`src/rtl/filter_sweep_ctrl.sv`:
```
// rtl/filter_sweep_ctrl.sv - test_delay sweep sequencer with per-pulse peak measurement
module filter_sweep_ctrl #(
    parameter int SIZE_DELAY       = 8,
    parameter int SIZE_FILTER_DATA = 12,
    parameter int DELAY_START      = 0,
    parameter int DELAY_STEP       = 1,
    parameter int NUM_STEPS        = 8,
    parameter int PULSES_PER_STEP  = 4,
    parameter int WINDOW_LEN       = 64
) (
    input  logic                          clk,
    input  logic                          reset,
    input  logic                          start,
    input  logic                          abort,
    input  logic                          overlay_en,
    input  logic [2:0]                    sel,
    input  logic [6*SIZE_FILTER_DATA-1:0] filt_data,
    output logic                          test_overlay,
    output logic                          test_rate,
    output logic [SIZE_DELAY-1:0]         test_delay,
    output logic                          busy,
    output logic                          done,
    output logic                          res_valid,
    input  logic                          res_ready,
    output logic [7:0]                    res_step,
    output logic [7:0]                    res_pulse,
    output logic [SIZE_FILTER_DATA-1:0]   res_peak,
    output logic [9:0]                    res_peak_time
);

    typedef enum logic [2:0] {
        S_IDLE   = 3'd0,
        S_ARM    = 3'd1,
        S_FIRE   = 3'd2,
        S_WINDOW = 3'd3,
        S_REPORT = 3'd4,
        S_DONE   = 3'd5
    } state_t;

    localparam logic [SIZE_DELAY-1:0] DELAY_START_V = SIZE_DELAY'(DELAY_START);
    localparam logic [SIZE_DELAY-1:0] DELAY_STEP_V  = SIZE_DELAY'(DELAY_STEP);
    localparam logic [7:0]            LAST_STEP     = 8'(NUM_STEPS - 1);
    localparam logic [7:0]            LAST_PULSE    = 8'(PULSES_PER_STEP - 1);
    localparam logic [9:0]            LAST_OFFSET   = 10'(WINDOW_LEN - 1);

    state_t                        state;
    state_t                        next_state;
    logic [2:0]                    sel_q;
    logic [7:0]                    step_cnt;
    logic [7:0]                    pulse_cnt;
    logic [9:0]                    offset;
    logic [SIZE_FILTER_DATA-1:0]   peak;
    logic [9:0]                    peak_time;
    logic [SIZE_FILTER_DATA-1:0]   sample;
    logic                          last_pulse;
    logic                          last_step;
    logic                          handshake;

    assign last_pulse = (pulse_cnt == LAST_PULSE);
    assign last_step  = (step_cnt == LAST_STEP);
    assign handshake  = (state == S_REPORT) && res_ready;

    // select the filter output captured at sweep start; codes 6 and 7 read as zero
    always_comb begin
        sample = '0;
        case (sel_q)
            3'd0:    sample = filt_data[0*SIZE_FILTER_DATA +: SIZE_FILTER_DATA];
            3'd1:    sample = filt_data[1*SIZE_FILTER_DATA +: SIZE_FILTER_DATA];
            3'd2:    sample = filt_data[2*SIZE_FILTER_DATA +: SIZE_FILTER_DATA];
            3'd3:    sample = filt_data[3*SIZE_FILTER_DATA +: SIZE_FILTER_DATA];
            3'd4:    sample = filt_data[4*SIZE_FILTER_DATA +: SIZE_FILTER_DATA];
            3'd5:    sample = filt_data[5*SIZE_FILTER_DATA +: SIZE_FILTER_DATA];
            default: sample = '0;
        endcase
    end

    // state register
    always_ff @(posedge clk) begin
        if (reset) begin
            state <= S_IDLE;
        end else begin
            state <= next_state;
        end
    end

    // next-state logic; abort dominates every state, including a same-cycle start
    always_comb begin
        next_state = state;
        case (state)
            S_IDLE:   if (start) next_state = S_ARM;
            S_ARM:    next_state = S_FIRE;
            S_FIRE:   next_state = S_WINDOW;
            S_WINDOW: if (offset == LAST_OFFSET) next_state = S_REPORT;
            S_REPORT: begin
                if (res_ready) begin
                    if (!last_pulse)     next_state = S_FIRE;
                    else if (!last_step) next_state = S_ARM;
                    else                 next_state = S_DONE;
                end
            end
            S_DONE:   next_state = S_IDLE;
            default:  next_state = S_IDLE;
        endcase
        if (abort) next_state = S_IDLE;
    end

    // state-decoded outputs; the result fields come straight from held registers
    always_comb begin
        test_rate = (state == S_FIRE);
        busy      = (state != S_IDLE);
        done      = (state == S_DONE);
        res_valid = (state == S_REPORT);
    end

    assign res_step      = step_cnt;
    assign res_pulse     = pulse_cnt;
    assign res_peak      = peak;
    assign res_peak_time = peak_time;

    // sweep configuration, stimulus controls, counters and peak tracking
    always_ff @(posedge clk) begin
        if (reset) begin
            sel_q        <= '0;
            test_overlay <= 1'b0;
            test_delay   <= DELAY_START_V;
            step_cnt     <= '0;
            pulse_cnt    <= '0;
            offset       <= '0;
            peak         <= '0;
            peak_time    <= '0;
        end else if (abort) begin
            // test_delay intentionally holds so the generator is not disturbed
            test_overlay <= 1'b0;
        end else begin
            case (state)
                S_IDLE: begin
                    if (start) begin
                        sel_q        <= sel;
                        test_overlay <= overlay_en;
                        test_delay   <= DELAY_START_V;
                        step_cnt     <= '0;
                        pulse_cnt    <= '0;
                    end
                end
                S_FIRE: begin
                    offset    <= '0;
                    peak      <= '0;
                    peak_time <= '0;
                end
                S_WINDOW: begin
                    offset <= offset + 10'd1;
                    // strict compare keeps the earliest occurrence of the maximum
                    if (sample > peak) begin
                        peak      <= sample;
                        peak_time <= offset;
                    end
                end
                S_REPORT: begin
                    if (handshake) begin
                        if (last_pulse) begin
                            pulse_cnt <= '0;
                            if (!last_step) begin
                                step_cnt   <= step_cnt + 8'd1;
                                test_delay <= test_delay + DELAY_STEP_V;
                            end
                        end else begin
                            pulse_cnt <= pulse_cnt + 8'd1;
                        end
                    end
                end
                S_DONE: begin
                    test_overlay <= 1'b0;
                end
                default: begin
                end
            endcase
        end
    end

endmodule

```
`config.mk`:
```
export PLATFORM = sky130hd
export DESIGN_NAME = filter_sweep_ctrl
export DESIGN_NICKNAME = d
export VERILOG_FILES = /design/src/rtl/filter_sweep_ctrl.sv
export SDC_FILE = /design/constraint.sdc
export NUM_CORES = 1
export LEC_CHECK = 0
export ABC_AREA = 1
export CELL_PAD_IN_SITES_DETAIL_PLACEMENT = 0
export CELL_PAD_IN_SITES_GLOBAL_PLACEMENT = 1
export CORE_UTILIZATION = 29
export CTS_CLUSTER_DIAMETER = 30
export DETAILED_ROUTE_END_ITERATION = 10
export GPL_TIMING_DRIVEN = 0
export HOLD_SLACK_MARGIN = 0.08
export PLACE_DENSITY_LB_ADDON = 0.05
export SYNTH_ARGS = -nofsm -noshare
export SYNTH_HDL_FRONTEND = slang
export SYNTH_SLANG_ARGS = --single-unit
```
`constraint.sdc`:
```
create_clock -name clk -period 2.6 [get_ports clk]
set_clock_uncertainty 0.2 [all_clocks]
set_input_delay 0.52 -clock clk [delete_from_list [all_inputs] [get_ports clk]]
set_output_delay 0.52 -clock clk [all_outputs]
set_load 0.01 [all_outputs]
```
==> out/results.txt <==
Cell-internal power -> 2.26 mW
WHS -> 0.298 ns
Final core utilization -> 49.4%
WS Path Type -> flip-flop to flip-flop
Initial Utilization -> 29.7%
Largest net degree at the start of global routing -> 13
Ratio of cells with drive above 1 in the final layout -> 22.0%
GPL Wtd Cong -> 0.842
Fin nets -> 992
Logic pwr share -> 25.7%
CP peak stage delay -> 0.32 ns
Cell count after synthesis -> 711
Worst slack, placed -> -0.707 ns
Share of the yosys chip area belonging to registers -> 29.2%
CP max stage cell -> dfxtp_2
HP Class -> flip-flop to flip-flop
Synth top area cells -> dfxtp_1 29%, nand2_1 13%, inv_1 9.6%
Worst r2r path cells -> 20
FF+latch count, synth -> 63
Antenna cell count -> 0
GRT Residual Overflow -> 0
RSZ-0062 raised after global routing -> yes
Routed wl met2 -> 7330 um
Cells after DPL -> 1026
CTS Sinks -> 63
Worst Tran Pin Value -> 0.694 ns
Max IR drop VDD -> 0.374 mV
I/O pins -> 132
CTS tree -> built
Die Span Y -> 124 um
Yosys top cell by area -> dfxtp_1
Worst setup EP type -> flip-flop
R2R Path Start -> sel_q[0]
Highest metal used -> met4
Root Driver -> clkbuf_16
Initial antenna violation count -> 0
DP Wirelength -> 11100 um
Antenna viol nets, final -> 0
Setup ws final -> -0.0890 ns
Post-layout min period -> 2.69 ns
Met3 WL -> 553 um
Wire length per cell -> 14.4 um
Vias per cell -> 4.75
H-Tree Depth -> 3
Full die area -> 0.0154 sq mm
TritonCTS buffer count -> 9
Clock transition at the registers of the reported paths -> 0.06 ns
Final Hold Vio Count -> 0
Mapped Avg Cell Area -> 6.07 sq um
FP Rows -> 44
Die Wd -> 124 um
Violated checks -> negative setup slack
Crit path DAT -> 2.71 ns
Max Slew Vio Count -> 0
Max FO, Critical Path -> 8
Clock buffer depth -> 2
Part of the cycle the worst path needs -> 103%
Vias in the first global route -> 4914
Worst hold stages -> 2
CP delay by family, top -> simple AND/OR/NAND/NOR gates
Yosys top cell area share -> 29.2%
DR vias -> 5145
Syn nets -> 808
Buf/Inv on CP -> 7
Sequential power share -> 31.5%
Sequential Area -> 0.00127 sq mm
Hold path start -> test_overlay
Clock Latency Late Sink -> 0.33 ns
Relative slew margins -> 53.7%
Status -> finished with violations
Non-Filler Instances -> 1084
First-pass GRT wire length -> 24000 um
Port Buf Inserts -> 131
Total core area -> 0.0145 sq mm
Switching share of power -> 28.3%
Mapped cell area -> 0.00432 sq mm
WP data required -> 2.63 ns
Crit-path cells -> buf_12 > nor3_4 > buf_6 > nand2_2 > nand2_2 > inv_2 > nand2_2 > ha_4 > nand2_4 > inv_4 > nand2_4 > nor2_4 > nand2_1 > nand2_1 > inv_2 > nand2_8 > buf_8 > buf_8 > a21oi_2 > nor2_1
Clk pwr share -> 42.8%
Residual DRC -> 0
Worst Hold End -> test_overlay
Leakage -> 3.06 nW
Total Routing Usage GR -> 20.3%
Multi-input logic area -> 0.00294 sq mm
Fillers -> 1512
Max_cap viols -> 0
Iteration-0 DRC Markers -> 234
Cell mode on critical path -> nand2_2
RR Endpoint -> res_peak[3]
Yosys Warn Count -> 0
Sw Pwr -> 0.895 mW
TritonRoute pass-1 iters -> 5
Final wirelength -> 15600 um
Fmax -> 372 MHz
PD cells -> 439 mW/mm^2
FF-to-FF setup slack -> -0.09 ns
Layout overhead on the synthesized area -> 66.4%
Final setup fails -> 21
WL met1 -> 7560 um
Synth unique cells -> 36
Crit start category -> flip-flop
layout make-up:
class	instances	area share (%)
clock inverter	6	1.27
buffer	27	3.41
tap	184	3.20
inverter	117	6.43
clock buffer	10	3.33
timing repair buffer	175	23.8
sequential	63	17.6
multi-input combinational	502	40.9
layer usage:
| metal | GRT usage (%) | vias up |
|---|---|---|
| met2 | 34.0 | 111 |
| met1 | 27.2 | 2363 |
| met3 | 2.61 | 16 |
| met5 | 0 | - |
| li1 | - | 2655 |
| met4 | 5.58 | 0 |
per-stage QoR:
step,setup TNS (ns),area [sq um],power [mW]
floorplan,0,4320,1.30
global placement,-14.78,5860,1.53
detailed placement,-14.94,5860,1.53
CTS,-1.39,6890,3.08
global route,-4.29,7180,3.30
finish,-1.33,7180,3.16
flip-flops by register name, indices dropped and copies added (netlist names):
register,flops
res_peak_time,10
offset,10
test_delay,8
res_pulse,8
res_peak,12
res_step,8
test_overlay,1
state,3
sel_q,3
worst min-delay path, delay by kind of cell (launching register included):
family         cells  cell delay [ns]
AO/OA/AOI/OAI      2             0.14
flip-flops         1             0.31
kinds of logic (layout without fill, tap and decap cells):
logic type | Yosys count | in the layout | synth area share, %
xor+xnor | 6 | 6 | 1.22
compound gates | 106 | 106 | 12.8
buf+inv | 146 | 335 | 13.3
simple gates | 374 | 374 | 38.8
flops | 63 | 63 | 29.2
fa+ha+maj | 16 | 16 | 4.64
worst max path at each step:
stage	from	depth (start not counted)	end	slack [ns]
2_1_floorplan	sel_q[1]	20	res_peak[10]	0.05
5_1_grt	sel_q[0]	19	res_peak[4]	-0.23
4_1_cts	sel_q[2]	17	res_peak_time[7]	-0.08
3_3_place_gp	sel_q[1]	20	res_peak[4]	-0.71
3_5_place_dp	sel_q[1]	20	res_peak[2]	-0.71
6_report	sel_q[0]	20	res_peak[3]	-0.09
power by group through the flow:
stage / Sequential, mW / Combinational, mW / Clock [mW]
global placement: 1.01 / 0.521 / 0
CTS: 0.993 / 0.711 / 1.38
detailed placement: 1.01 / 0.522 / 0
global route: 0.995 / 0.885 / 1.42
floorplan: 1.01 / 0.283 / 0
finish: 0.994 / 0.811 / 1.35
repair_timing:
item                                    CTS  global route
setup buffers                            30             6
gates resized for setup                 124            88
hold buffers                              0             0
cloned                                    7             1
endpoints found under the setup margin   23            22
pin swaps                                39            48
layout by cell type, fill, tap and decap left out, types with 8 or more instances in the layout:
cell and count:
buf_8 9, nand3_1 50, ha_1 8, nand4_1 17, buf_6 12, clkbuf_16 9
nor3_1 19, nand3_2 14, nor2_1 88, nand2_2 27, nor2_2 13, o21ai_0 9
a21oi_1 51, dfxtp_1 60, clkdlybuf4s50_1 131, inv_2 12, buf_4 34, inv_1 99
o21ai_1 15, clkbuf_1 11, ha_4 8, nand2_1 121, a21oi_2 15
Yosys cell counts:
master    number
nand2_1      146
inv_1        110
nor2_1       102
a21oi_1       67
nand3_1       67
dfxtp_1       63
o21ai_0       28
nor3_1        21
nand4_1       17
clkbuf_1      16
ha_1          16
buf_2         10
nand2_2        7
inv_2          5
a211oi_1       4
xor2_1         4
nor3b_1        3
a21o_1         2
a31oi_1        2
nand3_4        2
nand3b_1       2
nor2_2         2
xnor2_1        2
and3_1         1
buf_1          1
buf_4          1
buf_6          1
clkinv_1       1
inv_4          1
nand2_4        1
nand4_4        1
nor2_4         1
nor2_8         1
o21a_1         1
o21ai_1        1
o21bai_1       1
Note: power is estimated with default switching activity, not from simulation.
